===== src/rtl/axi_rw_bridge.sv =====
// Single-outstanding AXI4 master bridge for the instruction-fetch and LSU ports.
// The LSU has priority over fetch; read (AR/R) and write (AW/W/B) paths use single-beat bursts.
module axi_rw_bridge #(
   parameter int DW  = 32,
   parameter int AW  = 32,
   parameter int IDW = 4
) (
   input  logic              aclk,
   input  logic              aresetn,
   // AR channel
   output logic [IDW-1:0]    arid,
   output logic [AW-1:0]     araddr,
   output logic [7:0]        arlen,
   output logic [2:0]        arsize,
   output logic [1:0]        arburst,
   output logic              arlock,
   output logic [3:0]        arcache,
   output logic [2:0]        arprot,
   output logic              arvalid,
   input  logic              arready,
   // R channel
   input  logic [IDW-1:0]    rid,
   input  logic [DW-1:0]     rdata,
   input  logic [1:0]        rresp,
   input  logic              rlast,
   input  logic              rvalid,
   output logic              rready,
   // AW channel
   output logic [IDW-1:0]    awid,
   output logic [AW-1:0]     awaddr,
   output logic [7:0]        awlen,
   output logic [2:0]        awsize,
   output logic [1:0]        awburst,
   output logic              awlock,
   output logic [3:0]        awcache,
   output logic [2:0]        awprot,
   output logic              awvalid,
   input  logic              awready,
   // W channel
   output logic [DW-1:0]     wdata,
   output logic [DW/8-1:0]   wstrb,
   output logic              wlast,
   output logic              wvalid,
   input  logic              wready,
   // B channel
   input  logic [IDW-1:0]    bid,
   input  logic [1:0]        bresp,
   input  logic              bvalid,
   output logic              bready,
   // Instruction-fetch port
   input  logic              inst_req,
   input  logic [AW-1:0]     inst_addr,
   output logic              inst_addr_ok,
   output logic              inst_data_ok,
   output logic [DW-1:0]     inst_rdata,
   output logic              inst_err,
   // LSU port
   input  logic              data_req,
   input  logic              data_wr,
   input  logic [DW/8-1:0]   data_wstrb,
   input  logic [AW-1:0]     data_addr,
   input  logic [DW-1:0]     data_wdata,
   output logic              data_addr_ok,
   output logic              data_data_ok,
   output logic [DW-1:0]     data_rdata,
   output logic              data_err
);

   localparam int          SW   = DW / 8;
   localparam logic [2:0]  SIZE = 3'($clog2(SW));

   typedef enum logic [2:0] {IDLE, RD_ADDR, RD_DATA, WR_REQ, WR_RESP} state_t;

   state_t          state_q, state_d;
   logic [AW-1:0]   addr_q, addr_d;
   logic [DW-1:0]   wdata_q, wdata_d;
   logic [SW-1:0]   wstrb_q, wstrb_d;
   logic            src_q, src_d;
   logic            aw_done_q, aw_done_d;
   logic            w_done_q, w_done_d;
   logic [DW-1:0]   inst_rdata_q, inst_rdata_d;
   logic [DW-1:0]   data_rdata_q, data_rdata_d;

   // Response IDs and rlast are not checked: only one transaction is ever in flight.
   logic unused_resp_fields;
   assign unused_resp_fields = ^{rid, bid, rlast};

   assign arid    = IDW'(src_q);
   assign araddr  = addr_q;
   assign arlen   = 8'd0;
   assign arsize  = SIZE;
   assign arburst = 2'b01;
   assign arlock  = 1'b0;
   assign arcache = 4'd0;
   assign arprot  = 3'd0;

   assign awid    = IDW'(src_q);
   assign awaddr  = addr_q;
   assign awlen   = 8'd0;
   assign awsize  = SIZE;
   assign awburst = 2'b01;
   assign awlock  = 1'b0;
   assign awcache = 4'd0;
   assign awprot  = 3'd0;

   assign wdata   = wdata_q;
   assign wstrb   = wstrb_q;
   assign wlast   = 1'b1;

   always_comb begin
      state_d      = state_q;
      addr_d       = addr_q;
      wdata_d      = wdata_q;
      wstrb_d      = wstrb_q;
      src_d        = src_q;
      aw_done_d    = aw_done_q;
      w_done_d     = w_done_q;
      inst_rdata_d = inst_rdata_q;
      data_rdata_d = data_rdata_q;

      inst_addr_ok = 1'b0;
      data_addr_ok = 1'b0;
      inst_data_ok = 1'b0;
      data_data_ok = 1'b0;
      inst_err     = 1'b0;
      data_err     = 1'b0;
      inst_rdata   = inst_rdata_q;
      data_rdata   = data_rdata_q;
      arvalid      = 1'b0;
      rready       = 1'b0;
      awvalid      = 1'b0;
      wvalid       = 1'b0;
      bready       = 1'b0;

      unique case (state_q)
         IDLE: begin
            data_addr_ok = data_req;
            inst_addr_ok = inst_req & ~data_req;
            if (data_req) begin
               addr_d    = data_addr;
               wdata_d   = data_wdata;
               wstrb_d   = data_wstrb;
               src_d     = 1'b1;
               aw_done_d = 1'b0;
               w_done_d  = 1'b0;
               state_d   = data_wr ? WR_REQ : RD_ADDR;
            end else if (inst_req) begin
               addr_d  = inst_addr;
               wdata_d = '0;
               wstrb_d = '0;
               src_d   = 1'b0;
               state_d = RD_ADDR;
            end
         end
         RD_ADDR: begin
            arvalid = 1'b1;
            if (arready) state_d = RD_DATA;
         end
         RD_DATA: begin
            rready = 1'b1;
            if (rvalid) begin
               if (src_q) begin
                  data_data_ok = 1'b1;
                  data_err     = (rresp != 2'b00);
                  data_rdata   = rdata;
                  data_rdata_d = rdata;
               end else begin
                  inst_data_ok = 1'b1;
                  inst_err     = (rresp != 2'b00);
                  inst_rdata   = rdata;
                  inst_rdata_d = rdata;
               end
               state_d = IDLE;
            end
         end
         WR_REQ: begin
            // AW and W complete independently; leave once both have handshaken.
            awvalid   = ~aw_done_q;
            wvalid    = ~w_done_q;
            aw_done_d = aw_done_q | (awvalid & awready);
            w_done_d  = w_done_q | (wvalid & wready);
            if (aw_done_d && w_done_d) state_d = WR_RESP;
         end
         WR_RESP: begin
            bready = 1'b1;
            if (bvalid) begin
               data_data_ok = 1'b1;
               data_err     = (bresp != 2'b00);
               data_rdata   = '0;
               data_rdata_d = '0;
               state_d      = IDLE;
            end
         end
         default: state_d = IDLE;
      endcase
   end

   always_ff @(posedge aclk or negedge aresetn) begin
      if (!aresetn) begin
         state_q      <= IDLE;
         addr_q       <= '0;
         wdata_q      <= '0;
         wstrb_q      <= '0;
         src_q        <= 1'b0;
         aw_done_q    <= 1'b0;
         w_done_q     <= 1'b0;
         inst_rdata_q <= '0;
         data_rdata_q <= '0;
      end else begin
         state_q      <= state_d;
         addr_q       <= addr_d;
         wdata_q      <= wdata_d;
         wstrb_q      <= wstrb_d;
         src_q        <= src_d;
         aw_done_q    <= aw_done_d;
         w_done_q     <= w_done_d;
         inst_rdata_q <= inst_rdata_d;
         data_rdata_q <= data_rdata_d;
      end
   end

endmodule


===== config.mk =====
export PLATFORM = sky130hd
export DESIGN_NAME = axi_rw_bridge
export DESIGN_NICKNAME = d
export VERILOG_FILES = /design/src/rtl/axi_rw_bridge.sv
export SDC_FILE = /design/constraint.sdc
export NUM_CORES = 1
export LEC_CHECK = 0
export CAP_MARGIN = 10
export CORE_AREA = 2 2 147 149
export DETAILED_ROUTE_END_ITERATION = 7
export DIE_AREA = 0 0 149 151
export PLACE_DENSITY = 0.67
export SLEW_MARGIN = 30
export SYNTH_ARGS = -nofsm -noshare
export SYNTH_HDL_FRONTEND = slang
export SYNTH_SLANG_ARGS = --single-unit

===== constraint.sdc =====
create_clock -name aclk -period 1.7 [get_ports aclk]
set_input_delay 0.255 -clock aclk [delete_from_list [all_inputs] [get_ports aclk]]
set_output_delay 0.255 -clock aclk [all_outputs]
set_load 0.03 [all_outputs]

; ---- Word-level counts from Yosys, hierarchy flattened
; Cells that the tools add are included.
[totals]
reg_bits = 138
in_bits = 155
output_inout_bits = 226
word_cells = 83
[op_classes]
eq_ne = 10
muxes = 47
n_bitwise = 8
reduce_logical = 9
[ops]
columns = cell, n
row1 = $mux 32, 10
row2 = $pmux 32 s2, 1
row3 = $mux 1, 22
row4 = $mux 3, 6
row5 = $pmux 3 s5, 1
row6 = $ne 2x2->1 const B, 5
row7 = $mux 4, 2
row8 = $pmux 1 s2, 4
row9 = $reduce_bool 2->1, 4
row10 = $eq 3x2->1 const B, 2
row11 = $reduce_and 5->1, 1
row12 = $reduce_and 2->1, 2
row13 = $and 1x1->1, 3
row14 = $eq 3x1->1 const B, 1
row15 = $eq 3x3->1 const B, 1
row16 = $logic_not 3->1, 1
row17 = $ne 3x3->1 const B, 1
row18 = $not 1->1, 3
row19 = $mux 2, 1
row20 = $or 1x1->1, 2
row21 = $logic_and 1x1->1, 1

; ---- Depth between registers and ports, before layout
[depth]
ltp_word = 6
mapped_depth = 6
ltp_nobuf = 3

; ---- Least setup slack after synthesis
; OpenSTA, ideal clock, no wires.
[synth_timing]
kind = flip-flop to output port
from = register state_q[2]
to = output inst_err
arrival_ps = 1736
required_ps = 1445
slack_ps = -291
path_stages_with_launch = 6
path_buffers = 2
path_cell_list = dfrtp_1 -> clkbuf_2 -> nor3b_4 -> nand3b_2 -> buf_2 -> nor2_1
[synth_via]
elab_chain_len = 2
[synth_rtl]
columns = item, line_no
row1 = "start, declared", 74  ; state_t state_q, state_d;
row2 = "start signal, assigned", 210  ; state_q <= state_d;
row3 = $eq 3x2->1, 135  ; unique case (state_q)
row4 = $mux 1, 135
row5 = "end, declared", 56  ; output logic inst_err,
; No other way between the ends.

; ---- Worst setup path after layout
[layout_timing]
from = register state_q[2]
to = output data_rdata[22]
[layout_via]
elab_chain_len = 2
word_cells_on_any_way = 3
classes_between = eq/ne: 2 / mux: 1
[layout_rtl]
columns = item, line_no
row1 = $eq 3x3->1 / $eq 3x2->1 (equally long branches), 135
row2 = $pmux 32 s2 (*), 135
row3 = "end, declared", 65  ; output logic [DW-1:0] data_rdata,
; Mark *: on every way between the ends. The rest lies on a longest branch, timed or not.

==> key figures <==
STA
  – Fin crit share: 136%
  – Final clock skew: 13.9 ps
  – Final slew viol count: 0
  – Fmax: 433 MHz
  – Crit path time final: 2310 ps
  – Setup-failing EPs final: 145
  – Sum Neg Setup Slack: -59,190 ps
  – Final Hold Viols: 0
  – Worst Slack Setup Final: -611 ps
  – RSZ-0062 raised after global routing: true

Detailed routing
  – Vias: 5,127
  – Vias per inst: 4.49
  – Residual DRC count: 0
  – DR pass1 iterations: 4
  – DR WL met2: 11,000 µm
  – DRT met1 WL: 8480 µm
  – WL met3: 1580 µm
  – Routed len/inst: 18.7 µm
  – Post-DRT Antenna Nets: 0
  – Initial DRC Count: 145
  – Highest Signal Layer: met4
  – WL final: 21,300 µm

CTS
  – Clk root buf: clkbuf_16
  – H-tree levels: 4
  – Clock Tree Buf Depth: 2
  – Worst-Skew Late Latency: 420 ps
  – CTS Sinks: 138
  – CTS tree: yes
  – Number of CTS-inserted buffers: 17
  – Clock slew at reported path FFs: 60 ps

Placement
  – IO Port Bufs: 322
  – Placed Area: 10,100 µm²
  – Final RePlAce weighted congestion: 0.776
  – HPWL Detailed: 14,200 µm
  – Placed insts: 1,059

Pwr
  – LEAKAGE: 5.66 nW
  – P per Cell Area: 2100 nW/µm²
  – Total Power: 0.0244 W
  – Peak supply drop: 924 µV

Logic synthesis
  – Synth top area share: 55.8%
  – Post-Synth Simple-Gate Area: 2.29%
  – Syn avg cell area: 13.5 µm²
  – Gate Count Post-Synth: 460
  – Synth Area in Adders: 0%
  – Netlist Area Pre-Place: 6190 µm²
  – Post-synthesis sequential area ratio: 55.8%
  – Leading area contributor after synthesis: dfrtp_1
  – Post-synthesis xor/xnor area fraction: 0%
  – Largest cells by area after synthesis: dfrtp_1 (56%), mux2_2 (17%), buf_4 (11%)
  – Number of distinct library cells after synthesis: 29
  – Mux cell area share after synthesis: 17.5%
  – Largest family of logic cells by synthesized area: multiplexers
  – Synth Area in Compound Gates: 11.2%
  – Number of synthesized register bits: 138
  – YS warnings: 0

Floorplan
  – Initial Util: 29.7%
  – Die H: 151 µm
  – Die width: 149 µm
  – DIE AREA: 22,500 µm²
  – # rows: 53
  – Ports: 381
  – Core Box Area: 20,800 µm²

Worst setup path
  – Max FO, Critical Path: 5
  – Worst EP arrival: 2060 ps
  – Critical path type: flip-flop to output port
  – R2R cell count: 11
  – Register-to-register setup slack: -410 ps
  – CP startpoint: state_q[2]$_DFFE_PN0P_
  – WP data required: 1440 ps
  – Worst Setup EP: data_rdata[22]
  – FF-to-FF Start: state_q[2]$_DFFE_PN0P_
  – Startpoint types: flip-flop
  – Critical R2R Capture: araddr[27]$_DFFE_PN0P_
  – Endpoint type of the worst setup path: output port

Finish
  – Final Cell Area: 11,600 µm²
  – Syn-to-layout area delta: 88.0%
  – Fin nets: 1,009
  – Final Non-Filler Cells: 1,142
  – Share of layout cells above drive strength 1: 43.2%

Global routing
  – First-pass GRT wire length: 30,900 µm
  – Largest net degree at the start of global routing: 45
  – Initial antenna violation count: 1
  – GRT Residual Overflow: 0
  – Total GRT Usage: 18.1%
  – Number of global-route vias before repair: 5,256

Min path
  – Worst min-delay path class: input port to asynchronous set/reset pin

Outcome
  – Failing checks: negative setup slack
  – Outcome: finished with violations

Run
  – Max_cap viols: 0
## cell usage in the layout, fill, tap and decap left out, types with 3 or more instances in the layout
cell / count
nand2_4: 3
buf_6: 110
a21oi_1: 4
buf_4: 52
a22o_1: 36
buf_8: 4
buf_16: 3
buf_12: 16
nor2_1: 6
mux2_4: 33
dfrtp_1: 138
nor2_4: 5
bufinv_16: 3
clkinv_4: 3
mux2_2: 63
a22o_4: 32
dlygate4sd2_1: 102
clkbuf_16: 21
clkdlybuf4s50_1: 143
conb_1: 49
## registers in the layout, indices dropped and copies added, names as in the netlist
name,flops
w_done_q,1
inst_rdata_q,32
araddr,32
state_q,3
src_q,1
wstrb,4
aw_done_q,1
data_rdata_q,32
wdata,32
## critical path, cell delays in order (launching register included)
cell and delay [ps]:
dfrtp_1 410, buf_6 130, nand4b_1 180, buf_4 170, nor2_4 200, buf_12 160
buf_16 120, a22o_4 130, buf_6 130
## cell families (layout without fill, tap and decap cells)
group	Yosys count	count (layout)
buffers and inverters	115	473
flip-flops	138	138
AO/OA/AOI/OAI	84	85
other	2	50
multiplexers	96	96
AND/OR/NAND/NOR	25	25
## area by class of cell
| class | instances | area [µm²] |
|---|---|---|
| inverter | 5 | 21.3 |
| timing repair buffer | 437 | 4560 |
| fill | 1743 | 9190 |
| clock buffer | 18 | 429 |
| antenna | 1 | 2.50 |
| clock inverter | 13 | 170 |
| tap | 275 | 344 |
| sequential | 138 | 3450 |
| multi-input combinational | 255 | 2650 |
## cells in the mapped netlist (all sizes together)
| library cell | count |
|---|---|
| a21o | 2 |
| a21oi | 5 |
| a22o | 68 |
| a31oi | 1 |
| and2 | 2 |
| buf | 104 |
| clkbuf | 6 |
| conb | 2 |
| dfrtp | 138 |
| inv | 5 |
| mux2 | 96 |
| nand2 | 3 |
| nand2b | 1 |
| nand3b | 2 |
| nand4b | 1 |
| nor2 | 12 |
| nor2b | 1 |
| nor3 | 1 |
| nor3b | 1 |
| o21ai | 4 |
| o22ai | 2 |
| o32ai | 2 |
| or3b | 1 |
## per-stage QoR
| step | util (%) | hold WS [ps] | setup slack, ps |
|---|---|---|---|
| after CTS | 54.6 | 361 | -665 |
| after floorplan | - | -40.6 | -205 |
| final | 55.9 | 351 | -611 |
| after detailed placement | 48.4 | 229 | -608 |
| after global placement | 48.4 | 231 | -606 |
| after global routing | 55.9 | 363 | -732 |
## worst min-delay path by stage
stage	endpoint	startpoint	cells past startpoint	slack, ps
2_1_floorplan	araddr[0]$_DFFE_PN0P_	aresetn	0	-40
3_3_place_gp	inst_rdata_q[28]$_DFF_PN0_	aresetn	1	230
3_5_place_dp	inst_rdata_q[20]$_DFF_PN0_	aresetn	1	230
4_1_cts	inst_rdata_q[20]$_DFF_PN0_	aresetn	2	360
5_1_grt	inst_rdata_q[20]$_DFF_PN0_	aresetn	2	360
6_report	inst_rdata_q[20]$_DFF_PN0_	aresetn	2	350
## timing repair
item | in CTS | in global routing
buffers inserted | 27 | 22
pin swaps | 6 | 13
hold buffers | 1 | 0
hold endpoints to repair | 38 | 0
gates resized for setup | 388 | 66
endpoints found under the setup margin | 225 | 160
gates cloned | 11 | 5
## per-layer routing
layer,global-route usage (%),vias up
li1,-,2300
met1,21.4,2574
met2,32.4,233
met3,5.54,20
met4,4.33,0
met5,0,-
## power breakdown
group	total (W)	internal [W]	switching, W
Clock	0.00383	0.00232	0.00151
Combinational	0.0149	0.00705	0.00787
Sequential	0.00565	0.00481	0.000844
Total	0.0244	0.0142	0.0102
(Power assumes the default switching activity.)
